File: config.mk
export PLATFORM = sky130hd
export DESIGN_NAME = fifo_traffic_gen
export DESIGN_NICKNAME = d
export VERILOG_FILES = /design/src/rtl/fifo_traffic_gen.sv
export SDC_FILE = /design/constraint.sdc
export NUM_CORES = 1
export LEC_CHECK = 0
export ABC_AREA = 1
export CAP_MARGIN = 20
export CORE_MARGIN = 10
export CORE_UTILIZATION = 30
export CTS_BUF_LIST = sky130_fd_sc_hd__clkbuf_8
export CTS_CLUSTER_DIAMETER = 80
export DETAILED_ROUTE_END_ITERATION = 8
export DONT_BUFFER_PORTS = 1
export MAX_ROUTING_LAYER = met4
export PLACE_DENSITY = 0.44
export SETUP_SLACK_MARGIN = 0.05
export SLEW_MARGIN = 5
export SYNTH_ARGS = -nofsm -noshare
export SYNTH_HDL_FRONTEND = slang
export SYNTH_SLANG_ARGS = --single-unit
export TNS_END_PERCENT = 50
File: constraint.sdc
create_clock -name w_clk -period 7.4 [get_ports w_clk]
set_input_delay 0.74 -clock w_clk [delete_from_list [all_inputs] [get_ports w_clk]]
set_output_delay 0.74 -clock w_clk [all_outputs]
set_load 0.01 [all_outputs]
File: src/rtl/fifo_traffic_gen.sv
// Write-side FIFO traffic generator: bursts of channel-tagged words separated by
// programmable gaps, with per-channel sequence counters and transfer/stall counters.
module fifo_traffic_gen #(
  parameter int DATA_WIDTH = 32,
  parameter int CHANNELS   = 4,
  parameter int CNT_WIDTH  = 16
) (
  input  logic                  w_clk,
  input  logic                  nRST,
  input  logic                  START,
  input  logic                  ABORT,
  input  logic [1:0]            MODE,
  input  logic [CNT_WIDTH-1:0]  BURST_LEN,
  input  logic [CNT_WIDTH-1:0]  GAP_LEN,
  input  logic [CNT_WIDTH-1:0]  BURST_CNT,
  output logic                  W_nEN,
  output logic [DATA_WIDTH-1:0] W_DATA,
  input  logic                  W_FULL,
  output logic                  BUSY,
  output logic                  DONE,
  output logic [CNT_WIDTH-1:0]  WORD_CNT,
  output logic [CNT_WIDTH-1:0]  STALL_CNT
);

  localparam int CH_BITS = (CHANNELS > 1) ? $clog2(CHANNELS) : 1;
  localparam int PW      = DATA_WIDTH - CH_BITS;

  typedef enum logic [1:0] {
    S_IDLE,
    S_BURST,
    S_GAP,
    S_FIN
  } state_t;

  state_t                state_q, state_d;
  logic                  busy_q, busy_d;
  logic                  done_q, done_d;
  logic [CNT_WIDTH-1:0]  word_cnt_q, word_cnt_d;
  logic [CNT_WIDTH-1:0]  stall_cnt_q, stall_cnt_d;
  logic [CNT_WIDTH-1:0]  beats_left_q, beats_left_d;
  logic [CNT_WIDTH-1:0]  bursts_left_q, bursts_left_d;
  logic [CNT_WIDTH-1:0]  gap_cnt_q, gap_cnt_d;
  logic [CNT_WIDTH-1:0]  burst_len_q, burst_len_d;
  logic [CNT_WIDTH-1:0]  gap_len_q, gap_len_d;
  logic [1:0]            mode_q, mode_d;
  logic [CH_BITS-1:0]    ch_q, ch_d;
  logic [PW-1:0]         seq_q [CHANNELS];
  logic [PW-1:0]         seq_d [CHANNELS];
  logic [DATA_WIDTH-1:0] hold_q, hold_d;

  logic                  xfer;
  logic                  stall;
  logic [PW-1:0]         seq_cur;
  logic [PW-1:0]         payload;
  logic [CH_BITS-1:0]    ch_next;
  logic [CNT_WIDTH-1:0]  len_eff;
  logic [CNT_WIDTH-1:0]  start_len;

  function automatic logic [CNT_WIDTH-1:0] sat_inc(input logic [CNT_WIDTH-1:0] v);
    return (&v) ? v : v + 1'b1;
  endfunction

  always_comb begin
    xfer      = (state_q == S_BURST) && !W_FULL;
    stall     = (state_q == S_BURST) && W_FULL;
    len_eff   = (burst_len_q == '0) ? CNT_WIDTH'(1) : burst_len_q;
    start_len = (BURST_LEN == '0) ? CNT_WIDTH'(1) : BURST_LEN;
    ch_next   = (ch_q == CH_BITS'(CHANNELS - 1)) ? '0 : ch_q + 1'b1;
  end

  // Payload pattern is a pure function of the active channel's registered counter.
  always_comb begin
    seq_cur = seq_q[ch_q];
    payload = '0;
    case (mode_q)
      2'd0:    payload = seq_cur;
      2'd1:    payload = ~seq_cur;
      2'd2:    payload = seq_cur ^ (seq_cur >> 1);
      default: payload = '0;
    endcase
  end

  always_comb begin
    W_nEN  = (state_q != S_BURST);
    W_DATA = W_nEN ? hold_q : {ch_q, payload};
    hold_d = W_DATA;
  end

  always_comb begin
    state_d       = state_q;
    busy_d        = busy_q;
    done_d        = done_q;
    word_cnt_d    = word_cnt_q;
    stall_cnt_d   = stall_cnt_q;
    beats_left_d  = beats_left_q;
    bursts_left_d = bursts_left_q;
    gap_cnt_d     = gap_cnt_q;
    burst_len_d   = burst_len_q;
    gap_len_d     = gap_len_q;
    mode_d        = mode_q;
    ch_d          = ch_q;
    for (int i = 0; i < CHANNELS; i++) seq_d[i] = seq_q[i];

    // The word offered in an aborting cycle still lands in the FIFO, so it is counted.
    if (xfer) begin
      seq_d[ch_q] = seq_q[ch_q] + 1'b1;
      word_cnt_d  = sat_inc(word_cnt_q);
    end
    if (stall) stall_cnt_d = sat_inc(stall_cnt_q);

    case (state_q)
      S_IDLE: begin
        if (START && !ABORT) begin
          mode_d        = MODE;
          burst_len_d   = BURST_LEN;
          gap_len_d     = GAP_LEN;
          bursts_left_d = BURST_CNT;
          beats_left_d  = start_len;
          ch_d          = '0;
          done_d        = 1'b0;
          word_cnt_d    = '0;
          stall_cnt_d   = '0;
          for (int i = 0; i < CHANNELS; i++) seq_d[i] = '0;
          if (BURST_CNT == '0) begin
            state_d = S_FIN;
            busy_d  = 1'b0;
            done_d  = 1'b1;
          end else begin
            state_d = S_BURST;
            busy_d  = 1'b1;
          end
        end
      end
      S_BURST: begin
        if (ABORT) begin
          state_d = S_IDLE;
          busy_d  = 1'b0;
        end else if (xfer) begin
          if (beats_left_q == CNT_WIDTH'(1)) begin
            if (bursts_left_q == CNT_WIDTH'(1)) begin
              state_d = S_FIN;
              busy_d  = 1'b0;
              done_d  = 1'b1;
            end else begin
              ch_d          = ch_next;
              bursts_left_d = bursts_left_q - 1'b1;
              beats_left_d  = len_eff;
              if (gap_len_q != '0) begin
                state_d   = S_GAP;
                gap_cnt_d = gap_len_q - 1'b1;
              end
            end
          end else begin
            beats_left_d = beats_left_q - 1'b1;
          end
        end
      end
      S_GAP: begin
        if (ABORT) begin
          state_d = S_IDLE;
          busy_d  = 1'b0;
        end else if (gap_cnt_q == '0) begin
          state_d = S_BURST;
        end else begin
          gap_cnt_d = gap_cnt_q - 1'b1;
        end
      end
      S_FIN: begin
        state_d = S_IDLE;
      end
      default: begin
        state_d = S_IDLE;
        busy_d  = 1'b0;
      end
    endcase
  end

  always_ff @(posedge w_clk or negedge nRST) begin
    if (!nRST) begin
      state_q       <= S_IDLE;
      busy_q        <= 1'b0;
      done_q        <= 1'b0;
      word_cnt_q    <= '0;
      stall_cnt_q   <= '0;
      beats_left_q  <= '0;
      bursts_left_q <= '0;
      gap_cnt_q     <= '0;
      burst_len_q   <= '0;
      gap_len_q     <= '0;
      mode_q        <= '0;
      ch_q          <= '0;
      hold_q        <= '0;
      for (int i = 0; i < CHANNELS; i++) seq_q[i] <= '0;
    end else begin
      state_q       <= state_d;
      busy_q        <= busy_d;
      done_q        <= done_d;
      word_cnt_q    <= word_cnt_d;
      stall_cnt_q   <= stall_cnt_d;
      beats_left_q  <= beats_left_d;
      bursts_left_q <= bursts_left_d;
      gap_cnt_q     <= gap_cnt_d;
      burst_len_q   <= burst_len_d;
      gap_len_q     <= gap_len_d;
      mode_q        <= mode_d;
      ch_q          <= ch_d;
      hold_q        <= hold_d;
      for (int i = 0; i < CHANNELS; i++) seq_q[i] <= seq_d[i];
    end
  end

  assign BUSY      = busy_q;
  assign DONE      = done_q;
  assign WORD_CNT  = word_cnt_q;
  assign STALL_CNT = stall_cnt_q;

endmodule

=== Yosys cells after proc, flatten, opt, wreduce, memory -nomap -nowiden ===
Index checks and enable logic that the tools add are counted.
Widths: inputs -> output; s select.

* $add $sub $neg: 8
* $lt $le $gt $ge: 2
* Equality and inequality tests: 25
* Mux-type cells: 73
* Bitwise gates (word level): 3
* Reductions and logical operators: 25

{| class="wikitable"
|+ Operators with widths
! operator !! number
|-
| $mux 16 || 27
|-
| $mux 120 || 3
|-
| $bwmux 120 || 1
|-
| $pmux 16 s2 || 3
|-
| $mux 30 || 3
|-
| $pmux 30 s3 || 1
|-
| $logic_not 16->1 || 4
|-
| $sub 16x1->16 const B || 4
|-
| $bmux 30 s2 || 1
|-
| $demux 30 s2 || 1
|-
| $add 16x1->16 const B || 2
|-
| $eq 16x1->1 const B || 2
|-
| $mux 32 || 1
|-
| $reduce_and 16->1 || 2
|-
| $add 30x1->30 const B || 1
|-
| $mux 2 || 15
|-
| $not 30->30 || 1
|-
| $xor 30x29->30 || 1
|-
| $reduce_and 6->1 || 3
|-
| $reduce_bool 16->1 || 1
|-
| $ne 2x2->1 const B || 7
|-
| $mux 1 || 13
|-
| $reduce_and 5->1 || 2
|-
| $ne 3x3->1 const B || 3
|-
| other kinds (20) || 34
|}

* Register bits: 272
* Bits of input ports: 55
* Output and inout bits: 67
* Word-level logic and storage cells: 153

=== Logic depth before layout (Yosys ltp) ===
* Word-level depth: 9
* Gate-level depth with buffers: 18
* Depth with buffers taken out: 15

=== Least setup slack after synthesis ===
OpenSTA, ideal clock, no wires.

* Kind: register to output
* Start point: register ch_q[0]
* End point: output port W_DATA[0]
* Arrival: 1.906 ns
* Required time: 6.660 ns
* Slack: 4.754 ns
* Stages on the path, launching flop included: 13
* Path buffers: 3
* Cell sequence: dfrtp_1 > buf_4 > buf_4 > buf_2 > a21oi_1 > o21ai_0 > nand2_1 > inv_1 > ha_1 > a22oi_1 > o21ai_0 > nand2_1 > nand2_1

* Cells in the longest elaborated chain, start to end: 7
* Elaborated cells between the ends (all ways): 8
* Those cells by class: mux: 5; bitwise: 3

{| class="wikitable"
|+ Ends and longest elaborated chain
! item !! RTL line !! text
|-
| start: declaration || 46 || <nowiki>logic [CH_BITS-1:0] ch_q, ch_d;</nowiki>
|-
| start signal: assignment || 206 || <nowiki>ch_q <= ch_d;</nowiki>
|-
| $not 2->3 (not written as such) * || 73 || <nowiki>seq_cur = seq_q[ch_q];</nowiki>
|-
| $bmux 30 s2 * || 73 ||
|-
| $mux 30 (not written as such) * (2 in a row) || 73 ||
|-
| $xor 30x29->30 / $not 30->30 (equally long branches) || 78, 77 ||
|-
| $pmux 30 s3 * || 75 || <nowiki>case (mode_q)</nowiki>
|-
| $mux 32 * || 85 || <nowiki>W_DATA = W_nEN ? hold_q : {ch_q, payload};</nowiki>
|-
| end: declaration || 17 || <nowiki>output logic [DATA_WIDTH-1:0] W_DATA,</nowiki>
|}

Mark *: on every way between the ends. The rest lies on a longest branch, timed or not. The select of a mux whose other input is x is not followed.

=== Final worst setup path ===
* Start point: register ch_q[1]
* End point: output port W_DATA[3]

The elaborated chain is that of the path after synthesis.

==> impl_metrics.toml <==
[synthesis]
synth_area_um2 = 17100
post_synth.cell_area_avg_um2 = 6.91
synthDominantCellAreaShare_pct = 39.9
ys_top_cells_by_area = "dfrtp_1 (40%), nand2_1 (18%), nand3_1 (7.8%)"
synth_cells = 2470
yosysWarnings = 0
synth.net_count = 2568
ys.flop_type = "dfrtp_1"
async_reset_ff_share_pct = 100
synth_seq_cells = 272
synth_top_area_cell = "dfrtp_1"
synth_edf_count = 0
synthDistinctLibCells = 42
ys_seq_area_share_pct = 39.9

[floorplan]
dieArea_um2 = 66800
core_um2 = 56400
initial_utilization_pct = 30.3
fp.dieW_um = 258
ios = 122
fp-row-count = 87
dieHeight_um = 258

[timing]
fin_tns_setup_ps = 0
relSlewSlack_pct = 33.6
finalSetupViolations = 0
rsz0062_at_grt = "no"
maxSlewViolCount = 0
holdWs_ps = 194
post-route-min-period_ps = 4600
clock_skew_ps = 30.9
tightest_slew_ps = 997
fmax_mhz = 217
hold_violations = 0
fin_crit_sh_pct = 62.2

[setup_path]
crit_arrival_ps = 3860
cp-startpoint = "ch_q[1]"
critPathLaunchType = "register"
crit_fanout = 33
path_class = "register to output pin"
r2r.worst_path.cells = 14
regToRegSetupSlack_ps = 3370
cp-end-kind = "output pin"
crit_required_ps = 6660
timing.rr.start = "ch_q[1]"
reg2reg_to = "seq_q[56]"

[power]
p_per_area_nw_per_um2 = 436
max-vdd-ir-drop_mv = 0.169
power.leakage_uw = 0.00991

[clocking]
htreeDepth = 2
cts_root_buf = "clkbuf_8"
cts_tree = "built"
cts_buffers = 56
insertion_delay_ps = 660
post_cts_buffers = 0
numClockSinks = 272
clock_path_buffers = 3
path_clk_slew_ps = 60

[hold_path]
min_delay_path_depth = 2
hp-start = "GAP_LEN[13]"
hold_path.class = "primary input to register"
whs_endpoint = "gap_len_q[13]"

[placement]
dp_hpwl_um = 36100
placed_cells = 3138
port_buffers = 0
gp_congestion = 0.852

[drt]
drt_wl_total_um = 55000
via_per_inst = 4.83
dr_total_vias = 15700
wl_per_cell_um = 16.9
drc = 0
ant_nets = 0
first_iter_violations = 1027
first_pass_iters = 5

[global_routing]
grt_usage_pct = 16.6
overflow = 0
grt_max_degree = 273
grt_pass1_vias = 15300
grt_antenna_before_repair = 0
grt_pass1_wl_um = 87600

[layout]
num-nets-final = 2542
antennaDiodeCount = 0
syn2layout_area_growth_pct = 10.9
drive_above_1_share_pct = 7.51
utilization_pct = 33.6
final_cell_count_no_fill = 3246

[run]
drv.max_cap_violation_count = 0

[outcome]
status = "complete, no violations"
## per-stage QoR
stage	power (uW)	worst slack [ps]	instance area [um2]
6_report	8240	2800	18900
5_1_grt	9070	2490	18900
4_1_cts	8370	2670	18900
3_5_place_dp	6510	3400	17600
3_3_place_gp	6470	3270	17600
2_1_floorplan	5420	4750	17100
## per-layer routing
layer  vias to the layer above  GRT usage (%)  wire (um)
met5                         -              -          0
met2                       320           26.9      26000
li1                       7789              -          -
met1                      7474           21.1      25300
met3                        88           2.54       2340
met4                         0           5.18       1310
## report_power, final
part	leakage, uW	switching (uW)	total, uW	internal, uW
clock	0.000689	746	1750	1010
sequential	0.00353	444	2530	2090
combinational	0.00569	2740	3960	1220
total	0.00991	3930	8240	4310
## state kept, by name (all words and copies together), names as in the netlist
register and count:
BUSY 1, DONE 1, STALL_CNT 16, WORD_CNT 16, beats_left_q 16, burst_len_q 16, bursts_left_q 16, ch_q 2
gap_cnt_q 16, gap_len_q 16, hold_q 32, mode_q 2, seq_q 120, state_q 2
## synth_stat cells, types with 3 or more instances
library cell,number
nor2_2,11
o21ai_2,4
inv_2,7
buf_6,9
nor2_4,9
nand4_1,20
xnor2_1,7
inv_1,320
nor2_1,170
clkbuf_1,42
o211ai_1,33
a31oi_1,3
or2_2,26
nor3_1,17
buf_4,8
o21bai_1,43
a21oi_1,55
xor2_1,19
ha_1,43
nand2_2,9
nand3_1,265
dfrtp_1,272
buf_2,39
clkinv_1,3
buf_1,4
nand2_1,801
nand3b_1,5
o21ai_0,189
o21ai_1,19
## worst max-delay path by stage
| stage | endpoint | slack (ps) |
|---|---|---|
| 2_1_floorplan | W_DATA[0] | 4750 |
| 3_3_place_gp | W_DATA[24] | 3270 |
| 3_5_place_dp | W_DATA[28] | 3400 |
| 4_1_cts | W_DATA[28] | 2670 |
| 5_1_grt | W_DATA[28] | 2490 |
| 6_report | W_DATA[3] | 2800 |
## cells by family (layout without fill, tap and decap cells)
group / count (synthesis) / after routing / synth area share (%)
and+or+nand+nor: 1341 / 1341 / 33.4
DFF: 272 / 272 / 39.9
adders and majority gates: 43 / 43 / 3.15
xor gates and xnor gates: 26 / 26 / 1.33
AOI/OAI and AO/OA: 354 / 354 / 11.8
buffers and inverters: 434 / 454 / 10.4
## placed cells by master, fill, tap and decap left out, drive strengths merged, types with 3 or more instances in the layout
cell type  Yosys  final
nor3          18     18
ha            43     43
bufinv         0      3
clkinv         3     15
o211ai        33     33
xor2          19     19
nor2         190    190
inv          329    340
or2           26     26
dfrtp        272    272
o21bai        43     43
buf           60     17
a31oi          3      3
nand4         20     20
nand2        811    811
clkbuf        42     75
o21ai        212    212
xnor2          7      7
clkinvlp       0      3
nand3b         5      5
nand3        268    268
a21oi         57     57
## critical path: stages (launching register included)
cell,delay (ps)
dfrtp_1,360
buf_4,290
inv_1,540
buf_4,430
nand3_1,110
nand2_1,170
inv_1,110
ha_1,300
nand2_1,60
nand2_1,60
o21ai_0,490
nand2_1,270
## area by class of cell
class,count,area (um2)
Clock buffer,75,1030
Tap cell,756,946
Multi-Input combinational cell,1764,8470
Inverter,332,1250
Clock inverter,29,213
Sequential cell,272,6810
Timing Repair Buffer,18,195
Fill cell,6270,37500
## timing repair
action | 4_1_cts | 5_1_grt
setup endpoints to repair | 0 | 0
endpoints found under the hold margin | 272 | 4
hold buffers | 1 | 1
gates resized for setup | 0 | 0
No activity file was read; power rests on OpenSTA's default activity.
